**src/rtl/reset_seq_pkg.sv**
```systemverilog
// reset_seq_pkg
//   Shared types and helpers for the board reset sequencer.
//   seq_state_t : sequencer FSM encoding, also driven onto the seq_state debug port
//   SEQ_STATE_W : width of the seq_state port
//   cnt_width() : bit width of a down-counter that reloads to (limit-1)

package reset_seq_pkg;

    localparam int SEQ_STATE_W = 2;

    typedef enum logic [SEQ_STATE_W-1:0] {
        ST_HOLD  = 2'd0,
        ST_DELAY = 2'd1,
        ST_RUN   = 2'd2
    } seq_state_t;

    function automatic int cnt_width(input int limit);
        return (limit <= 1) ? 1 : $clog2(limit);
    endfunction

endpackage

```
**src/rtl/reset_debounce.sv**
```systemverilog
// reset_debounce
//   Two-flop synchroniser followed by a stable-count filter. The output only
//   follows the synchronised input after DEBOUNCE_CYCLES consecutive samples
//   that differ from the current output; shorter excursions are discarded.
//   Both edges are filtered the same way.
// Ports
//   clk      : system clock
//   reset_n  : synchronous active-low reset (sync flops -> 0, dout -> INIT_LEVEL)
//   din      : asynchronous raw input
//   dout     : debounced, synchronous output

module reset_debounce
    import reset_seq_pkg::*;
#(
    parameter int   DEBOUNCE_CYCLES = 65536,
    parameter logic INIT_LEVEL      = 1'b1
) (
    input  logic clk,
    input  logic reset_n,
    input  logic din,
    output logic dout
);

    localparam int             CW     = cnt_width(DEBOUNCE_CYCLES);
    localparam logic [CW-1:0]  RELOAD = CW'(DEBOUNCE_CYCLES - 1);

    logic          sync_q1;
    logic          sync_q2;
    logic [CW-1:0] cnt_q;

    // cnt_q counts down the remaining disagreeing samples; any agreeing sample
    // restarts the window so only an unbroken run can flip the output.
    always_ff @(posedge clk) begin
        if (!reset_n) begin
            sync_q1 <= 1'b0;
            sync_q2 <= 1'b0;
            cnt_q   <= RELOAD;
            dout    <= INIT_LEVEL;
        end else begin
            sync_q1 <= din;
            sync_q2 <= sync_q1;
            if (sync_q2 == dout) begin
                cnt_q <= RELOAD;
            end else if (cnt_q == '0) begin
                dout  <= sync_q2;
                cnt_q <= RELOAD;
            end else begin
                cnt_q <= cnt_q - 1'b1;
            end
        end
    end

endmodule

```
**src/rtl/reset_sequencer.sv**
```systemverilog
// reset_sequencer
//   Board-level reset controller. Waits for a synchronised PLL lock and a
//   debounced, released reset key, then releases CHANNELS reset domains one by
//   one (ch0 first), STAGE_DELAY cycles apart. Any fault drops every domain at
//   once and the sequence restarts from HOLD.
//   Optional watchdog: define RESET_SEQ_WDOG_EN to make a missing wdog_kick
//   within WDOG_CYCLES cycles of RUN a fault.
// Ports
//   clk        : system clock
//   reset_n    : synchronous active-low reset
//   pll_locked : async PLL lock, two-flop synchronised here
//   key_n      : async reset button (low = pressed), synchronised + debounced
//   wdog_kick  : one-cycle watchdog restart pulse (unused without the macro)
//   rst_out_n  : per-domain active-low resets, registered
//   all_ready  : high in RUN, i.e. every domain released
//   seq_state  : current FSM state for debug/LEDs
//
// state | meaning
// HOLD  | all domains in reset, waiting for lock and released key
// DELAY | releasing domains, one per STAGE_DELAY cycles
// RUN   | all domains released, all_ready high

module reset_sequencer
    import reset_seq_pkg::*;
#(
    parameter int CHANNELS        = 3,
    parameter int STAGE_DELAY     = 1024,
    parameter int DEBOUNCE_CYCLES = 65536,
    parameter int WDOG_CYCLES     = 2**24
) (
    input  logic                   clk,
    input  logic                   reset_n,
    input  logic                   pll_locked,
    input  logic                   key_n,
    input  logic                   wdog_kick,
    output logic [CHANNELS-1:0]    rst_out_n,
    output logic                   all_ready,
    output logic [SEQ_STATE_W-1:0] seq_state
);

    localparam int             DW           = cnt_width(STAGE_DELAY);
    localparam logic [DW-1:0]  DELAY_RELOAD = DW'(STAGE_DELAY - 1);
    localparam int             IW           = cnt_width(CHANNELS);
    localparam logic [IW-1:0]  LAST_IDX     = IW'(CHANNELS - 1);

    seq_state_t          state_q, state_d;
    logic [IW-1:0]       idx_q, idx_d;
    logic [DW-1:0]       dly_q, dly_d;
    logic [CHANNELS-1:0] rst_q, rst_d;

    logic lock_q1;
    logic lock_s;
    logic key_db;
    logic wdog_fault;
    logic fault;

    always_ff @(posedge clk) begin
        if (!reset_n) begin
            lock_q1 <= 1'b0;
            lock_s  <= 1'b0;
        end else begin
            lock_q1 <= pll_locked;
            lock_s  <= lock_q1;
        end
    end

    reset_debounce #(
        .DEBOUNCE_CYCLES (DEBOUNCE_CYCLES),
        .INIT_LEVEL      (1'b1)
    ) u_key_db (
        .clk     (clk),
        .reset_n (reset_n),
        .din     (key_n),
        .dout    (key_db)
    );

`ifdef RESET_SEQ_WDOG_EN
    localparam int            WW          = cnt_width(WDOG_CYCLES);
    localparam logic [WW-1:0] WDOG_RELOAD = WW'(WDOG_CYCLES - 1);

    logic [WW-1:0] wdog_q;

    // Down-counter sits at full reload outside RUN so each RUN entry gets the
    // whole timeout window.
    always_ff @(posedge clk) begin
        if (!reset_n) begin
            wdog_q <= WDOG_RELOAD;
        end else if (state_q != ST_RUN || wdog_kick) begin
            wdog_q <= WDOG_RELOAD;
        end else if (wdog_q != '0) begin
            wdog_q <= wdog_q - 1'b1;
        end
    end

    // A kick arriving in the expiry cycle still rescues the system.
    assign wdog_fault = (state_q == ST_RUN) && (wdog_q == '0) && !wdog_kick;
`else
    logic unused_wdog;
    assign unused_wdog = wdog_kick | (WDOG_CYCLES < 2);
    assign wdog_fault  = 1'b0;
`endif

    assign fault = !lock_s || !key_db || wdog_fault;

    always_comb begin
        state_d = state_q;
        idx_d   = idx_q;
        dly_d   = dly_q;
        rst_d   = rst_q;

        case (state_q)
            ST_HOLD: begin
                rst_d = '0;
                idx_d = '0;
                dly_d = DELAY_RELOAD;
                if (!fault) begin
                    state_d = ST_DELAY;
                end
            end
            ST_DELAY: begin
                if (fault) begin
                    // Checked before the release so a coincident fault wins.
                    state_d = ST_HOLD;
                    rst_d   = '0;
                    idx_d   = '0;
                end else if (dly_q == '0) begin
                    rst_d = rst_q | (CHANNELS'(1) << idx_q);
                    dly_d = DELAY_RELOAD;
                    idx_d = idx_q + 1'b1;
                    if (idx_q == LAST_IDX) begin
                        state_d = ST_RUN;
                    end
                end else begin
                    dly_d = dly_q - 1'b1;
                end
            end
            ST_RUN: begin
                rst_d = '1;
                if (fault) begin
                    state_d = ST_HOLD;
                    rst_d   = '0;
                    idx_d   = '0;
                end
            end
            default: begin
                state_d = ST_HOLD;
                rst_d   = '0;
                idx_d   = '0;
            end
        endcase
    end

    always_ff @(posedge clk) begin
        if (!reset_n) begin
            state_q <= ST_HOLD;
            idx_q   <= '0;
            dly_q   <= DELAY_RELOAD;
            rst_q   <= '0;
        end else begin
            state_q <= state_d;
            idx_q   <= idx_d;
            dly_q   <= dly_d;
            rst_q   <= rst_d;
        end
    end

    assign rst_out_n = rst_q;
    assign all_ready = (state_q == ST_RUN);
    assign seq_state = state_q;

endmodule

```
**config.mk**
```make
export PLATFORM = sky130hd
export DESIGN_NAME = reset_sequencer
export DESIGN_NICKNAME = d
export VERILOG_FILES = /design/src/rtl/reset_seq_pkg.sv /design/src/rtl/reset_debounce.sv /design/src/rtl/reset_sequencer.sv
export SDC_FILE = /design/constraint.sdc
export NUM_CORES = 1
export LEC_CHECK = 0
export CORE_MARGIN = 5
export CORE_UTILIZATION = 52
export DETAILED_ROUTE_END_ITERATION = 8
export HOLD_SLACK_MARGIN = 0.05
export PLACE_DENSITY = 0.74
export SYNTH_ARGS = -nofsm -noshare
export SYNTH_HDL_FRONTEND = slang
export SYNTH_SLANG_ARGS = --single-unit
```
**constraint.sdc**
```tcl
create_clock -name clk -period 1.7 [get_ports clk]
set_input_delay 0.51 -clock clk [delete_from_list [all_inputs] [get_ports clk]]
set_output_delay 0.51 -clock clk [all_outputs]
set_load 0.005 [all_outputs]
```
==> flow_summary.json <==
{
  "status": "finished with violations",
  "violations": "setup timing",
  "final.setup.worst_slack_ns": -0.00970,
  "slowest_stage": "or4b_4",
  "critPathTopFamily": "compound AO/OA/AOI/OAI gates",
  "seq_power_share_pct": 49.4,
  "cp-end-kind": "flop",
  "wirelength_um": 3840,
  "die_h_um": 69.3,
  "cp-start-kind": "flop",
  "initial_core_util_pct": 54.4,
  "die_w_um": 69.3,
  "drt_iter0_markers": 131,
  "crit_fanout": 4,
  "grt-ovfl-total": 0,
  "grt_max_degree": 19,
  "worst_slew_pin_slew_ns": 0.549,
  "drv_slew": 0,
  "regArea_sq_um": 769,
  "p_int_mw": 1.38,
  "seq_area_frac_synth_pct": 41.6,
  "ys_types": 44,
  "setup_tns_ns": -0.0154,
  "areaGrowthSynthToFinish_pct": 26.5,
  "place_hpwl_um": 2580,
  "finalCritPeriodShare_pct": 101,
  "syn-cell-area_sq_um": 1830,
  "root_buffer": "clkbuf_4",
  "worst_ep_arrival_time_ns": 1.95,
  "clkPwrFrac_pct": 32.9,
  "place_congestion": 0.756,
  "track_usage_pct": 17.0,
  "p_sw_uw": 492,
  "grt_pass1_wl_um": 6600,
  "avgViaCountPerCell": 5.34,
  "fin_nets": 264,
  "clockBufferDepth": 2,
  "insertion_delay_ns": 0.35,
  "antennaDiodeCount": 0,
  "hold_buffers": 0,
  "required_ns": 1.94,
  "ir_drop_uv": 607,
  "drc": 0,
  "period_needed_ns": 1.71,
  "dr.pass1.iters": 4,
  "setup_viol_count_final": 4,
  "max_stage_delay_ns": 0.47,
  "power_density_nw_per_um2": 809,
  "postSynthAreaPerCell_sq_um": 8.63,
  "path_buf_inv": 1,
  "dieArea_sq_um": 4800,
  "cts_tree": "done",
  "post_route_cells_drive_above_1_share_pct": 25.9,
  "switching_share_pct": 26.3,
  "cp_cell_sequence": "inv_2 > ha_4 > or4b_4 > o31a_1 > o21ai_2 > a21oi_1",
  "pwr-share-comb_pct": 17.7,
  "synth_top_area_share_pct": 41.6,
  "final_util_pct": 68.8,
  "rsz0062_at_grt": "true",
  "placementRows": 21,
  "fin_skew_ns": 0.00579,
  "ys_warn_count": 0,
  "cts_buffers": 5,
  "critPathKind": "flop to flop",
  "htree_levels": 2,
  "syn_nets": 226,
  "fillers": 298,
  "synth_top_area_cell": "dfxtp_1",
  "synthCells": 212,
  "num_vias": 1585,
  "max_freq_mhz": 585,
  "clk_pin_slew_ns": 0.12,
  "port-buffer-count": 9,
  "synthTopCellsByArea": "dfxtp_1 (42%), nand2_1 (7.0%), ha_1 (6.2%)",
  "dpl_worst_slack_ns": -0.109,
  "clock_sinks": 38,
  "min_path_type": "flop to flop",
  "grt_pass1_vias": 1464,
  "wl_per_cell_um": 12.9,
  "ys_seq_elements": 38,
  "leakage_nw": 0.915,
  "max_cap_violations": 0,
  "antenna_found_initial": 0,
  "multiInputGateArea_sq_um": 1060,
  "antenna_left": 0,
  "io_pins": 11,
  "core_area_sq_um": 3360,
  "hold_viol": 0,
  "relSlewSlack_pct": 63.1
}
## stage by stage
stage | cell area (sq um) | hold WS, ns | total power [mW] | cells
2_1_floorplan | 1830 | 0.379 | 1.12 | 212
3_3_place_gp | 2130 | 0.389 | 1.25 | 285
3_5_place_dp | 2130 | 0.393 | 1.25 | 285
4_1_cts | 2250 | 0.422 | 1.86 | 296
5_1_grt | 2310 | 0.444 | 1.97 | 297
6_report | 2310 | 0.418 | 1.87 | 297
## power by group through the flow
stage	clock, mW	sequential [mW]	combinational, mW
3_5_place_dp	0	0.943	0.305
5_1_grt	0.679	0.928	0.361
2_1_floorplan	0	0.943	0.173
4_1_cts	0.624	0.926	0.309
6_report	0.617	0.926	0.331
3_3_place_gp	0	0.943	0.303
## synthesized netlist by cell type
master / instances
dfxtp_1: 38
nand2_1: 34
nor2_1: 15
inv_1: 12
nand3_1: 12
xor2_1: 11
ha_1: 9
o21ai_0: 9
and2_1: 5
a21oi_1: 4
and3_1: 4
clkbuf_1: 4
nand4_1: 4
mux2i_1: 3
nand4b_1: 3
nor3_1: 3
o21ai_1: 3
xnor2_1: 3
a211o_1: 2
buf_2: 2
nor2b_1: 2
nor3b_1: 2
nor4_1: 2
o22ai_1: 2
o31ai_1: 2
or2_2: 2
or3_1: 2
or4_1: 2
a31oi_1: 1
a32oi_1: 1
and4_1: 1
clkbuf_2: 1
nand2b_1: 1
nand3b_1: 1
nor4_4: 1
nor4b_1: 1
o2111ai_1: 1
o211ai_1: 1
o21ai_2: 1
o31a_1: 1
o31ai_4: 1
o41ai_1: 1
or4_4: 1
or4b_4: 1
## flip-flops by register name (all words and copies together) (netlist names)
signal / cells
dly_q: 10
idx_q: 2
lock_q1: 1
lock_s: 1
rst_out_n: 3
seq_state: 2
u_key_db.cnt_q: 16
u_key_db.dout: 1
u_key_db.sync_q1: 1
u_key_db.sync_q2: 1
## cell type report
type,instances,area share [%]
clock buffer,5,1.62
clock inverter,3,1.73
inverter,12,1.95
multi-input combinational,155,46.0
sequential,38,33.3
tap,46,2.49
timing repair buffer,38,13.0
## layer usage
| layer | share of wire, % | GRT usage (%) | up-vias |
|---|---|---|---|
| met1 | 47 | 21.3 | 730 |
| met2 | 46 | 26.0 | 30 |
| met5 | 0 | 0 | - |
| li1 | - | - | 809 |
| met3 | 3.9 | 5.22 | 16 |
| met4 | 3.9 | 9.33 | 0 |
## kinds of logic after synthesis
kind of cell | Yosys count | share of synthesized area (%)
simple gates | 99 | 28.7
flops | 38 | 41.6
compound gates | 30 | 11.1
buf+inv | 19 | 4.10
xor+xnor | 14 | 6.70
fa+ha+maj | 9 | 6.16
mux | 3 | 1.64
## cell usage in the layout, fill, tap and decap left out, types with 5 or more instances in the layout
master and instances:
nor2_1 15, dlygate4sd2_1 5, nand2_1 34, o21ai_1 5, ha_1 7, clkbuf_4 5, dfxtp_1 31, nand3_1 12
dfxtp_2 7, inv_1 10, buf_4 28, xor2_1 11, o21ai_0 6
## path summary, 6_finish.rpt
path | endpoint | startpoint | slack (ns) | cells past startpoint
setup / recovery | rst_out_n[0] | dly_q[1] | -0.01 | 6
hold / removal | u_key_db.cnt_q[0] | u_key_db.cnt_q[0] | 0.42 | 1
setup reg to reg | rst_out_n[0] | dly_q[1] | -0.01 | 6
hold reg to reg | u_key_db.cnt_q[0] | u_key_db.cnt_q[0] | 0.42 | 1
## worst register-to-register path: cells and delay by family (launching register included)
family                   cells  cell delay, ns
flip-flops                   1            0.34
AND/OR/NAND/NOR              1            0.47
AO/OA/AOI/OAI                3            0.59
buffers and inverters        1            0.06
adder cells (fa/ha/maj)      1            0.13
## timing repair
action                     in CTS  in global routing
gates resized for setup        20                 15
setup endpoints to repair      17                 16
pin swaps                       5                  6
setup buffers                   3                  1
gates cloned                    0                  0
Note: power is estimated with default switching activity, not from simulation.
